### config.mk
export PLATFORM = sky130hd
export DESIGN_NAME = ps2_rx
export DESIGN_NICKNAME = d
export VERILOG_FILES = /design/src/rtl/ps2_pkg.sv /design/src/rtl/ps2_line_filter.sv /design/src/rtl/ps2_rx.sv
export SDC_FILE = /design/constraint.sdc
export NUM_CORES = 1
export LEC_CHECK = 0
export ABC_AREA = 0
export CAP_MARGIN = 20
export CORE_ASPECT_RATIO = 1.4
export CORE_MARGIN = 2
export CORE_UTILIZATION = 60
export DETAILED_ROUTE_END_ITERATION = 16
export HOLD_SLACK_MARGIN = 0.02
export PLACE_DENSITY = 0.78
export SLEW_MARGIN = 20
export SYNTH_ARGS = -nofsm -noshare
export SYNTH_HDL_FRONTEND = slang
export SYNTH_SLANG_ARGS = --single-unit
### constraint.sdc
create_clock -name clk -period 4.3 [get_ports clk]
set_clock_uncertainty 0.1 [all_clocks]
set_input_delay 0.86 -clock clk [delete_from_list [all_inputs] [get_ports clk]]
set_output_delay 0.86 -clock clk [all_outputs]
set_load 0.01 [all_outputs]
### src/rtl/ps2_pkg.sv
// Shared PS/2 definitions: frame geometry, receiver FSM states and the
// inter-edge timeout default shared by the receive and host-transmit blocks.
package ps2_pkg;

    localparam int unsigned PS2_DATA_BITS      = 8;
    localparam int unsigned PS2_FRAME_BITS     = 11;
    localparam int unsigned PS2_TIMEOUT_CYCLES = 100000;

    typedef enum logic [1:0] {
        ST_IDLE   = 2'd0,
        ST_DATA   = 2'd1,
        ST_PARITY = 2'd2,
        ST_STOP   = 2'd3
    } ps2_state_e;

    // Odd parity holds when data plus parity bit carry an odd number of ones.
    function automatic logic ps2_odd_parity_ok(input logic [PS2_DATA_BITS-1:0] d,
                                               input logic                     p);
        return (^d) ^ p;
    endfunction

endpackage

### src/rtl/ps2_line_filter.sv
// Synchronises the raw PS/2 lines, deglitches the clock line and emits a
// one-cycle pulse on each filtered clock falling edge.
module ps2_line_filter #(
    parameter int unsigned FILTER_LEN = 4
) (
    input  logic clk,
    input  logic reset_n,
    input  logic ps2_clk,
    input  logic ps2_data,
    output logic data_s,
    output logic fall
);

    localparam int unsigned FLT_W = $clog2(FILTER_LEN);

    logic [1:0]       clk_sync_q;
    logic [1:0]       data_sync_q;
    logic             filt_q, filt_d;
    logic [FLT_W-1:0] flt_cnt_q, flt_cnt_d;
    logic             fall_q, fall_d;

    // The filtered level flips only after FILTER_LEN consecutive disagreeing samples.
    always_comb begin
        filt_d    = filt_q;
        flt_cnt_d = '0;
        if (clk_sync_q[1] != filt_q) begin
            if (flt_cnt_q == FLT_W'(FILTER_LEN - 1)) begin
                filt_d = clk_sync_q[1];
            end else begin
                flt_cnt_d = flt_cnt_q + FLT_W'(1);
            end
        end
        fall_d = filt_q & ~filt_d;
    end

    always_ff @(posedge clk or negedge reset_n) begin
        if (!reset_n) begin
            clk_sync_q  <= 2'b11;
            data_sync_q <= 2'b11;
            filt_q      <= 1'b1;
            flt_cnt_q   <= '0;
            fall_q      <= 1'b0;
        end else begin
            clk_sync_q  <= {clk_sync_q[0], ps2_clk};
            data_sync_q <= {data_sync_q[0], ps2_data};
            filt_q      <= filt_d;
            flt_cnt_q   <= flt_cnt_d;
            fall_q      <= fall_d;
        end
    end

    assign data_s = data_sync_q[1];
    assign fall   = fall_q;

endmodule

### src/rtl/ps2_rx.sv
// PS/2 device-to-host receiver: deserialises start/8 data/odd parity/stop
// frames and strobes each good byte, or a parity/frame error, for one cycle.
module ps2_rx
    import ps2_pkg::*;
#(
    parameter int unsigned FILTER_LEN     = 4,
    parameter int unsigned TIMEOUT_CYCLES = PS2_TIMEOUT_CYCLES
) (
    input  logic                     clk,
    input  logic                     reset_n,
    input  logic                     ps2_clk,
    input  logic                     ps2_data,
    output logic [PS2_DATA_BITS-1:0] rx_byte,
    output logic                     rx_valid,
    output logic                     parity_err,
    output logic                     frame_err
);

    localparam int unsigned CNT_W = $clog2(PS2_DATA_BITS);
    localparam int unsigned TMO_W = $clog2(TIMEOUT_CYCLES + 1);
    // Timer reads 0 in the cycle after a fall; firing at this value puts the
    // registered frame_err exactly TIMEOUT_CYCLES cycles after the fall pulse.
    localparam logic [TMO_W-1:0] TMO_LAST = TMO_W'(TIMEOUT_CYCLES - 2);

    logic data_s;
    logic fall;

    ps2_line_filter #(
        .FILTER_LEN (FILTER_LEN)
    ) u_line_filter (
        .clk      (clk),
        .reset_n  (reset_n),
        .ps2_clk  (ps2_clk),
        .ps2_data (ps2_data),
        .data_s   (data_s),
        .fall     (fall)
    );

    ps2_state_e               state_q, state_d;
    logic [CNT_W-1:0]         bit_cnt_q, bit_cnt_d;
    logic [PS2_DATA_BITS-1:0] shreg_q, shreg_d;
    logic                     par_q, par_d;
    logic [TMO_W-1:0]         tmo_cnt_q, tmo_cnt_d;
    logic [PS2_DATA_BITS-1:0] rx_byte_q, rx_byte_d;
    logic                     rx_valid_q, rx_valid_d;
    logic                     parity_err_q, parity_err_d;
    logic                     frame_err_q, frame_err_d;
    logic                     timeout_c;

    // A fall in the same cycle as the timeout wins.
    assign timeout_c = (state_q != ST_IDLE) && !fall && (tmo_cnt_q == TMO_LAST);

    always_comb begin
        state_d      = state_q;
        bit_cnt_d    = bit_cnt_q;
        shreg_d      = shreg_q;
        par_d        = par_q;
        rx_byte_d    = rx_byte_q;
        rx_valid_d   = 1'b0;
        parity_err_d = 1'b0;
        frame_err_d  = 1'b0;
        tmo_cnt_d    = (state_q == ST_IDLE || fall) ? '0 : tmo_cnt_q + TMO_W'(1);

        unique case (state_q)
            ST_IDLE: begin
                if (fall && !data_s) begin
                    state_d   = ST_DATA;
                    bit_cnt_d = '0;
                end
            end
            ST_DATA: begin
                if (fall) begin
                    shreg_d = {data_s, shreg_q[PS2_DATA_BITS-1:1]};
                    if (bit_cnt_q == CNT_W'(PS2_DATA_BITS - 1)) begin
                        state_d   = ST_PARITY;
                        bit_cnt_d = '0;
                    end else begin
                        bit_cnt_d = bit_cnt_q + CNT_W'(1);
                    end
                end
            end
            ST_PARITY: begin
                if (fall) begin
                    par_d   = data_s;
                    state_d = ST_STOP;
                end
            end
            ST_STOP: begin
                if (fall) begin
                    state_d = ST_IDLE;
                    if (!data_s) begin
                        frame_err_d = 1'b1;
                    end else if (ps2_odd_parity_ok(shreg_q, par_q)) begin
                        rx_byte_d  = shreg_q;
                        rx_valid_d = 1'b1;
                    end else begin
                        parity_err_d = 1'b1;
                    end
                end
            end
            default: state_d = ST_IDLE;
        endcase

        if (timeout_c) begin
            state_d     = ST_IDLE;
            bit_cnt_d   = '0;
            frame_err_d = 1'b1;
        end
    end

    always_ff @(posedge clk or negedge reset_n) begin
        if (!reset_n) begin
            state_q      <= ST_IDLE;
            bit_cnt_q    <= '0;
            shreg_q      <= '0;
            par_q        <= 1'b0;
            tmo_cnt_q    <= '0;
            rx_byte_q    <= '0;
            rx_valid_q   <= 1'b0;
            parity_err_q <= 1'b0;
            frame_err_q  <= 1'b0;
        end else begin
            state_q      <= state_d;
            bit_cnt_q    <= bit_cnt_d;
            shreg_q      <= shreg_d;
            par_q        <= par_d;
            tmo_cnt_q    <= tmo_cnt_d;
            rx_byte_q    <= rx_byte_d;
            rx_valid_q   <= rx_valid_d;
            parity_err_q <= parity_err_d;
            frame_err_q  <= frame_err_d;
        end
    end

    assign rx_byte    = rx_byte_q;
    assign rx_valid   = rx_valid_q;
    assign parity_err = parity_err_q;
    assign frame_err  = frame_err_q;

endmodule

==> results.py <==
metrics = {
    "timing": {
        "rsz0062_at_grt": "false",
        "min_period_ns": 2.57,
        "drv_slew": 0,
        "fin_setup_tns_ns": 0,
        "tightest_slew_ns": 0.594,
        "fmax_mhz": 389,
        "final-setup-viol-count": 0,
        "fin_ws_ns": 1.73,
        "relSlewSlack": 0.604,
        "holdWs_ns": 0.257,
        "hold_viol": 0,
        "fin_crit_sh": 0.598,
    },
    "synthesis": {
        "ys_types": 36,
        "synth_top_area_share": 0.499,
        "synth_seq_cells": 50,
        "yosys_warnings": 0,
        "synth_enable_flop_cells": 0,
        "synth_top_cell_by_area": "dfrtp_1",
        "ys.flop_type": "dfrtp_1",
        "yosysSeqAreaShare": 0.557,
        "avgSynthCellArea_um2": 12.5,
        "mappedNetlistNets": 194,
        "synth_area_mm2": 0.00226,
        "syn_inst": 181,
        "async_reset_ff_frac": 1.00,
        "synthTopCellsByArea": "dfrtp_1 (50%), mux2_2 (9.0%), dfstp_2 (5.8%)",
    },
    "job": {
        "drv_cap": 0,
    },
    "clock_tree": {
        "clock_latency_ns": 0.30,
        "cts.repair.resized": 0,
        "clockRootBuffer": "clkbuf_8",
        "clk_pin_slew_ns": 0.09,
        "cts_made_buffers": 5,
        "cts_sinks": 50,
        "cts_setup_buffers": 0,
        "cts.path.max_buffers": 2,
        "cts-htree-levels": 2,
        "cts_tree": "built",
        "holdBufCountCts": 0,
    },
    "setup_path": {
        "worst_setup_path_end_kind": "flop",
        "rr_worst_depth": 7,
        "crit_fanout": 18,
        "critPathArrivalTime_ns": 2.66,
        "crit_required_ns": 4.39,
        "r2r_setup_slack_ns": 1.73,
        "start_kind": "flop",
        "reg2reg_to": "bit_cnt_q[0]$_DFFE_PN0P_",
        "r2r-start": "state_q[0]$_DFFE_PN0P_",
        "path_class": "reg -> reg",
    },
    "cells_and_area": {
        "fin_cells": 241,
        "area_delta_synth_final_pct": 11.3,
        "final_common_cell": "dfrtp_1",
        "layout-drive-gt1-share": 0.181,
        "antenna-diode-count": 0,
        "final_cell_mix": "dfrtp_1 (45), nor2_1 (18), mux2_2 (18)",
        "final_area_mm2": 0.00251,
        "fin_nets": 211,
        "finalCoreUtilization": 0.690,
    },
    "power_and_ir_drop": {
        "power.switching_uw": 374,
        "power_density_mw_per_mm2": 458,
        "p_int_uw": 778,
        "p_comb_frac": 0.249,
        "p_seq_frac": 0.508,
        "netSwitchingFraction": 0.325,
        "total_power_mw": 1.15,
        "leakage_nw": 1.18,
        "vdd_drop_max_mv": 0.304,
        "clockPowerShare": 0.243,
    },
    "hold_path": {
        "min_path_cells": 0,
        "hold_class": "reg -> reg",
        "min_from": "u_line_filter.data_sync_q[0]$_DFF_PN1_",
        "hold_end": "u_line_filter.data_sync_q[1]$_DFF_PN1_",
    },
    "placement": {
        "pre_cts_ws_ns": 1.77,
        "place_congestion": 0.792,
        "hpwl_mm": 2.56,
        "placed_cell_area_mm2": 0.00242,
        "dp.cells": 233,
        "port-buffer-count": 14,
    },
    "grt": {
        "gr-total-overflow": 0,
        "grt_max_degree": 51,
        "grt_pass1_wl_mm": 6.42,
        "antenna_found_initial": 0,
        "grt_pass1_vias": 1431,
        "track_usage": 0.191,
    },
    "detailed_routing": {
        "vias_per_cell": 5.83,
        "drtPass1Iterations": 4,
        "drt-total-wl_mm": 3.62,
        "vias": 1405,
        "ant_nets": 0,
        "drt_iter0_drc": 40,
        "wl_per_cell_um": 15.0,
        "drc": 0,
    },
    "status": {
        "status": "completed",
    },
    "die": {
        "die_y_um": 76.6,
        "io_pins": 15,
        "die_area_mm2": 0.00428,
        "initial_core_util": 0.620,
        "die_x_um": 55.9,
        "core-area_mm2": 0.00364,
        "rows": 26,
    },
}
## flip-flops by register name, indices dropped and copies added (netlist names)
name and flops:
parity_err 1, frame_err 1, rx_valid 1, u_line_filter.clk_sync_q 2
bit_cnt_q 3, par_q 1, u_line_filter.flt_cnt_q 2, u_line_filter.filt_q 1
rx_byte 8, u_line_filter.data_sync_q 2, tmo_cnt_q 17, u_line_filter.fall 1
state_q 2, shreg_q 8
## cell families (layout without fill, tap and decap cells)
family	count (synthesis)	count (layout)	share of synthesized area
AO/OA/AOI/OAI	16	16	0.0471
XOR/XNOR	20	20	0.0870
adder cells (fa/ha/maj)	9	9	0.0499
buffers and inverters	9	27	0.0216
flip-flops	50	50	0.557
multiplexers	18	18	0.0897
AND/OR/NAND/NOR	59	59	0.148
## layout make-up
type	instances	area [um^2]
fill	261	1130
timing repair buffer	14	138
sequential	50	1260
inverter	5	18.8
tap	42	52.6
clock inverter	2	12.5
clock buffer	6	82.6
multi-input combinational	122	952
## power groups by stage
stage / Clock [mW] / Combinational (mW) / Sequential [mW]
after global placement: 0 / 0.265 / 0.587
after CTS: 0.287 / 0.286 / 0.584
after floorplan: 0 / 0.239 / 0.578
final: 0.281 / 0.286 / 0.585
after global routing: 0.304 / 0.322 / 0.594
after detailed placement: 0 / 0.283 / 0.594
## how the worst max path moves through the flow
stage | startpoint | end | slack [ns]
after floorplan | state_q[0]$_DFFE_PN0P_ | bit_cnt_q[0]$_DFFE_PN0P_ | 2.18
after global placement | state_q[0]$_DFFE_PN0P_ | bit_cnt_q[0]$_DFFE_PN0P_ | 1.90
after detailed placement | state_q[0]$_DFFE_PN0P_ | bit_cnt_q[0]$_DFFE_PN0P_ | 1.77
after CTS | state_q[0]$_DFFE_PN0P_ | bit_cnt_q[0]$_DFFE_PN0P_ | 1.77
after global routing | state_q[0]$_DFFE_PN0P_ | bit_cnt_q[0]$_DFFE_PN0P_ | 1.59
final | state_q[0]$_DFFE_PN0P_ | bit_cnt_q[0]$_DFFE_PN0P_ | 1.73
## cells in the mapped netlist, types with 3 or more instances
cell type and instances:
inv_1 5, or3_1 3, mux2_2 18, xor2_1 12
xnor2_1 6, nand3_1 6, nand4_1 7, nor2_1 18
ha_1 9, dfrtp_1 45, o21ai_0 5, a21oi_1 3
nand2_1 9, dfstp_2 5
## routing by layer
layer,vias to the layer above,global-route usage,wire (um),share of wire
met5,-,0,0,0
met2,28,0.323,1870,0.52
li1,666,-,-,-
met4,0,0.0976,78,0.022
met1,704,0.233,1570,0.43
met3,7,0.0306,108,0.030
## worst max-delay path: stages, from the launching register on
cell and delay [ns]:
dfrtp_1 0.43, inv_1 0.09, ha_1 0.24, or2_1 0.46, nand4bb_1 0.28, nor4_2 0.42
o21ai_1 0.18, a22o_1 0.27
(Power assumes the default switching activity.)
